[src/rtl/serial_subtractor_pkg.sv]
// Shared definitions for the bit-serial subtractor: FSM state encodings.
package serial_subtractor_pkg;

  typedef enum logic [1:0] {
    ST_IDLE  = 2'd0,
    ST_SHIFT = 2'd1,
    ST_DONE  = 2'd2
  } state_t;

endpackage

[src/rtl/serial_subtractor_full_subtractor.sv]
// One-bit combinational full subtractor: x - y - bin -> difference d, borrow-out bo.
module full_subtractor (
  input  logic x,
  input  logic y,
  input  logic bin,
  output logic d,
  output logic bo
);

  assign d  = x ^ y ^ bin;
  assign bo = (~x & y) | (~(x ^ y) & bin);

endmodule

[src/rtl/serial_subtractor.sv]
// Bit-serial unsigned subtractor: one bit per clock, LSB first, through a single
// full-subtractor slice; reports difference, final borrow and signed overflow.
module serial_subtractor
  import serial_subtractor_pkg::*;
#(
  parameter int WIDTH = 8
) (
  input  logic             clk,
  input  logic             rst,
  input  logic             start,
  input  logic [WIDTH-1:0] a,
  input  logic [WIDTH-1:0] b,
  output logic             busy,
  output logic             done,
  output logic [WIDTH-1:0] diff,
  output logic             bout,
  output logic             ovf
);

  localparam int CW = $clog2(WIDTH);

  state_t           state_reg;
  logic [WIDTH-1:0] a_sr_reg;
  logic [WIDTH-1:0] b_sr_reg;
  logic             borrow_reg;
  logic [CW-1:0]    cnt_reg;
  logic [WIDTH-1:0] diff_reg;
  logic             bout_reg;
  logic             ovf_reg;
  logic             busy_reg;
  logic             done_reg;

  logic fs_d;
  logic fs_bo;
  logic last_bit;

  full_subtractor u_fs (
    .x   (a_sr_reg[0]),
    .y   (b_sr_reg[0]),
    .bin (borrow_reg),
    .d   (fs_d),
    .bo  (fs_bo)
  );

  assign last_bit = (cnt_reg == CW'(WIDTH - 1));

  always_ff @(posedge clk or posedge rst) begin
    if (rst) begin
      state_reg  <= ST_IDLE;
      a_sr_reg   <= '0;
      b_sr_reg   <= '0;
      borrow_reg <= 1'b0;
      cnt_reg    <= '0;
      diff_reg   <= '0;
      bout_reg   <= 1'b0;
      ovf_reg    <= 1'b0;
      busy_reg   <= 1'b0;
      done_reg   <= 1'b0;
    end else begin
      case (state_reg)
        ST_IDLE: begin
          done_reg <= 1'b0;
          if (start) begin
            a_sr_reg   <= a;
            b_sr_reg   <= b;
            borrow_reg <= 1'b0;
            cnt_reg    <= '0;
            busy_reg   <= 1'b1;
            state_reg  <= ST_SHIFT;
          end
        end
        ST_SHIFT: begin
          diff_reg   <= {fs_d, diff_reg[WIDTH-1:1]};
          borrow_reg <= fs_bo;
          a_sr_reg   <= a_sr_reg >> 1;
          b_sr_reg   <= b_sr_reg >> 1;
          if (last_bit) begin
            // Borrow into the MSB slice is borrow_reg; out of it is fs_bo.
            bout_reg  <= fs_bo;
            ovf_reg   <= borrow_reg ^ fs_bo;
            done_reg  <= 1'b1;
            state_reg <= ST_DONE;
          end else begin
            cnt_reg <= cnt_reg + CW'(1);
          end
        end
        ST_DONE: begin
          done_reg  <= 1'b0;
          busy_reg  <= 1'b0;
          state_reg <= ST_IDLE;
        end
        default: begin
          done_reg  <= 1'b0;
          busy_reg  <= 1'b0;
          state_reg <= ST_IDLE;
        end
      endcase
    end
  end

  assign busy = busy_reg;
  assign done = done_reg;
  assign diff = diff_reg;
  assign bout = bout_reg;
  assign ovf  = ovf_reg;

endmodule

[config.mk]
export PLATFORM = sky130hd
export DESIGN_NAME = serial_subtractor
export DESIGN_NICKNAME = d
export VERILOG_FILES = /design/src/rtl/serial_subtractor_pkg.sv /design/src/rtl/serial_subtractor_full_subtractor.sv /design/src/rtl/serial_subtractor.sv
export SDC_FILE = /design/constraint.sdc
export NUM_CORES = 1
export LEC_CHECK = 0
export BUFFER_PORTS_ARGS = -buffer_cell sky130_fd_sc_hd__buf_2
export CAP_MARGIN = 25
export CORE_UTILIZATION = 51
export CTS_BUF_LIST = sky130_fd_sc_hd__clkbuf_8
export CTS_CLUSTER_SIZE = 16
export DETAILED_ROUTE_END_ITERATION = 7
export PLACE_DENSITY_LB_ADDON = 0.2
export SLEW_MARGIN = 20
export SYNTH_ARGS = -nofsm -noshare
export SYNTH_HDL_FRONTEND = slang
export SYNTH_SLANG_ARGS = --single-unit
[constraint.sdc]
create_clock -name clk -period 1.2 [get_ports clk]
set_input_delay 0.12 -clock clk [delete_from_list [all_inputs] [get_ports clk]]
set_output_delay 0.12 -clock clk [all_outputs]
set_load 0.05 [all_outputs]
==> run metrics <==
Slew Limit Fails 0; Max clock buf depth 2; # diodes 0; Netlist cell types 26; design area 2160 sq um; Detailed Route Iter0 Violations 74; synthesized cell area 1540 sq um; pwr dens 2830 nW/um^2; CTS tree yes; clk sinks 34; Crit path max-delay family flip-flops; first-pass GRT wire length 5.79 mm; Period minus WS final 1.29 ns; Setup crit end kind flop; syn avg cell area 9.91 sq um; Synth top area share 55.4%; worst slew margin relative to its limit 71.6%; hold_ws 0.0886 ns; DIE HEIGHT 56.9 microns; Clock power frac 14.2%; Via density 5.52; Synth Warn # 0; wire length on met2 1.82 mm; R2R Setup Slk -0.09 ns; Logic pwr share 51.7%; number of synthesized flops with an enable pin 0; r2r startpoint cnt_reg[1]$_DFFE_PP0P_; top routing layer in use met4; reg2reg path depth 4; largest net degree at the start of global routing 35; Hold Path Stages 3; worst path bufs/invs 0; Max IR drop VDD 1.65 mV; Top FF cell, synth dfrtp_1; Syn Inst Count 155; Seq. cell area 853 sq um; measured slew at the worst slew-check pin 0.426 ns; total CTS buffers 5; Seq pwr share 34.1%; die area 3240 sq um; CTS clk-pin slew, worst paths 0.07 ns; Post-synth top cells 34 x dfrtp_1, 25 x nand2_1, 18 x o22ai_1; PnR worst setup slack -0.0910 ns; dpl cell area 1850 sq um; M1 wire length 1.49 mm; met3 wire length 167 microns; clock skew 0.00436 ns; Switching Share 43.1%; final core occ 77.0%; Starting Density 54.8%; share of layout cells above drive strength 1 46.2%; Placeable Area 2810 sq um; Min-Delay Path Class in -> reg; GR Util All Layers 24.4%; most common cell in the netlist dfrtp_1; WHS Endpoint a_sr_reg[7]$_DFFE_PP0P_; RSZ-0062 raised after global routing true; Vias 1331; switching pwr 2630 uW; initial antenna violation count 0; Setup crit start kind flop; Root Driver clkbuf_8; DRT Pass-1 Iters 6; Cell Rows 19; I/O Pins 31; die width 56.9 microns; flops & latches, synth 34; DRC 10; Lkg Pwr 0.00101 uW; final period utilization 108%; Layout area overhead 40.6%; reg-to-reg endpoint bout$_DFFE_PP0P_; Arr. time, crit path 1.47 ns; total power 6100 uW; crit-path most repeated cell ha_4; worst-path cell chain ha_4 > ha_4 > and2_4 > mux2_4; Place WS -0.133 ns; Crit Path Class reg -> reg; DR WL/cell 14.7 microns; Port Buffers 30; max cap viols 0; syn_nets 178; final setup fails 6; GRT overflow 0; post-detail-place hpwl 2.34 mm; number of routed nets with antenna violations 0; Max FO, Critical Path 2; Worst Min Path Start a[7]; asr flop ratio synth 100%; outcome complete, but fails checks; internal power 3470 uW; Final #Nets 232; Crit path largest cell delay 0.41 ns; vias in the first global route 1295; Final Hold Viols 0; area of the multi-input gates 779 sq um; Worst EP required 1.38 ns; Highest Clock Rate 775 MHz; Clock Latency Late Sink 0.29 ns; RD Place Congestion 0.761; htree depth 2; area leader, netlist dfrtp_1; WL final 3.55 mm; slowest library cell on the worst path dfrtp_1; failing checks design-rule violations, negative setup slack; synth top area cells dfrtp_1 55%, o22ai_1 7.3%, nand2_1 6.1%; sequential area share after synthesis 55.4%; number of fill cells 197
-- stage by stage --
step                      TNS (ns)  std cells
after floorplan            -0.0777        155
after global placement      -0.128        228
after detailed placement    -0.756        228
after CTS                   -0.180        238
after global routing        -0.602        241
final                       -0.162        241
-- cell usage in the layout (no fill, tap or decap), types with 3 or more instances in the layout --
cell type and n:
o22ai_1 14, inv_1 5, clkbuf_8 6, nor3_1 3, nand2_1 25, a21oi_1 11, nor2_1 6, buf_2 30
o22ai_2 4, o21ai_0 5, nor3_2 3, dfrtp_1 32, ha_4 3, a21oi_2 6, buf_4 22, buf_6 4
-- layout make-up --
cell class | instances | share of cell area [%]
Clock inverter | 2 | 0.406
Inverter | 6 | 1.22
Sequential cell | 34 | 39.5
Tap cell | 31 | 1.80
Clock buffer | 6 | 3.82
Timing Repair Buffer | 57 | 17.1
Multi-Input combinational cell | 105 | 36.1
-- worst max path at each step --
stage,startpoint,endpoint,cells past startpoint
2_1_floorplan,cnt_reg[0]$_DFFE_PP0P_,bout$_DFFE_PP0P_,4
3_3_place_gp,cnt_reg[1]$_DFFE_PP0P_,bout$_DFFE_PP0P_,4
3_5_place_dp,cnt_reg[1]$_DFFE_PP0P_,cnt_reg[2]$_DFFE_PP0P_,5
4_1_cts,cnt_reg[0]$_DFFE_PP0P_,bout$_DFFE_PP0P_,4
5_1_grt,cnt_reg[1]$_DFFE_PP0P_,bout$_DFFE_PP0P_,4
6_report,cnt_reg[1]$_DFFE_PP0P_,bout$_DFFE_PP0P_,4
-- routing by layer --
metal  vias up  track usage (%)
met5         -                0
met4         0             11.5
met3         8             6.91
met2        31             39.5
met1       632             29.9
li1        660                -
-- power groups by stage --
stage	combinational (uW)	clock [uW]	sequential (uW)
2_1_floorplan	1270	0	2600
3_3_place_gp	2550	0	2010
3_5_place_dp	2660	0	2040
4_1_cts	2810	893	2030
5_1_grt	3430	923	2140
6_report	3160	866	2080
-- worst reg2reg max path, cell delays in order (launching register included) --
cell and delay (ns):
dfrtp_1 0.41, ha_4 0.19, ha_4 0.15, and2_4 0.13, mux2_4 0.28
-- what timing repair did --
item,CTS,global route
endpoints found under the hold margin,34,0
endpoints found under the setup margin,20,17
hold buffers,1,0
pin swaps,9,8
buffers inserted,1,3
gates resized for setup,14,28
-- cells by family (layout without fill, tap and decap cells) --
family / after synthesis / count (layout) / synth area share [%]
adders and majority gates: 4 / 4 / 3.75
buffers and inverters: 16 / 71 / 4.97
muxes: 1 / 1 / 0.977
AOI/OAI and AO/OA: 51 / 51 / 20.0
and+or+nand+nor: 48 / 48 / 14.4
xor gates and xnor gates: 1 / 1 / 0.570
DFF: 34 / 34 / 55.4
Power figures use the tool's default switching activity.
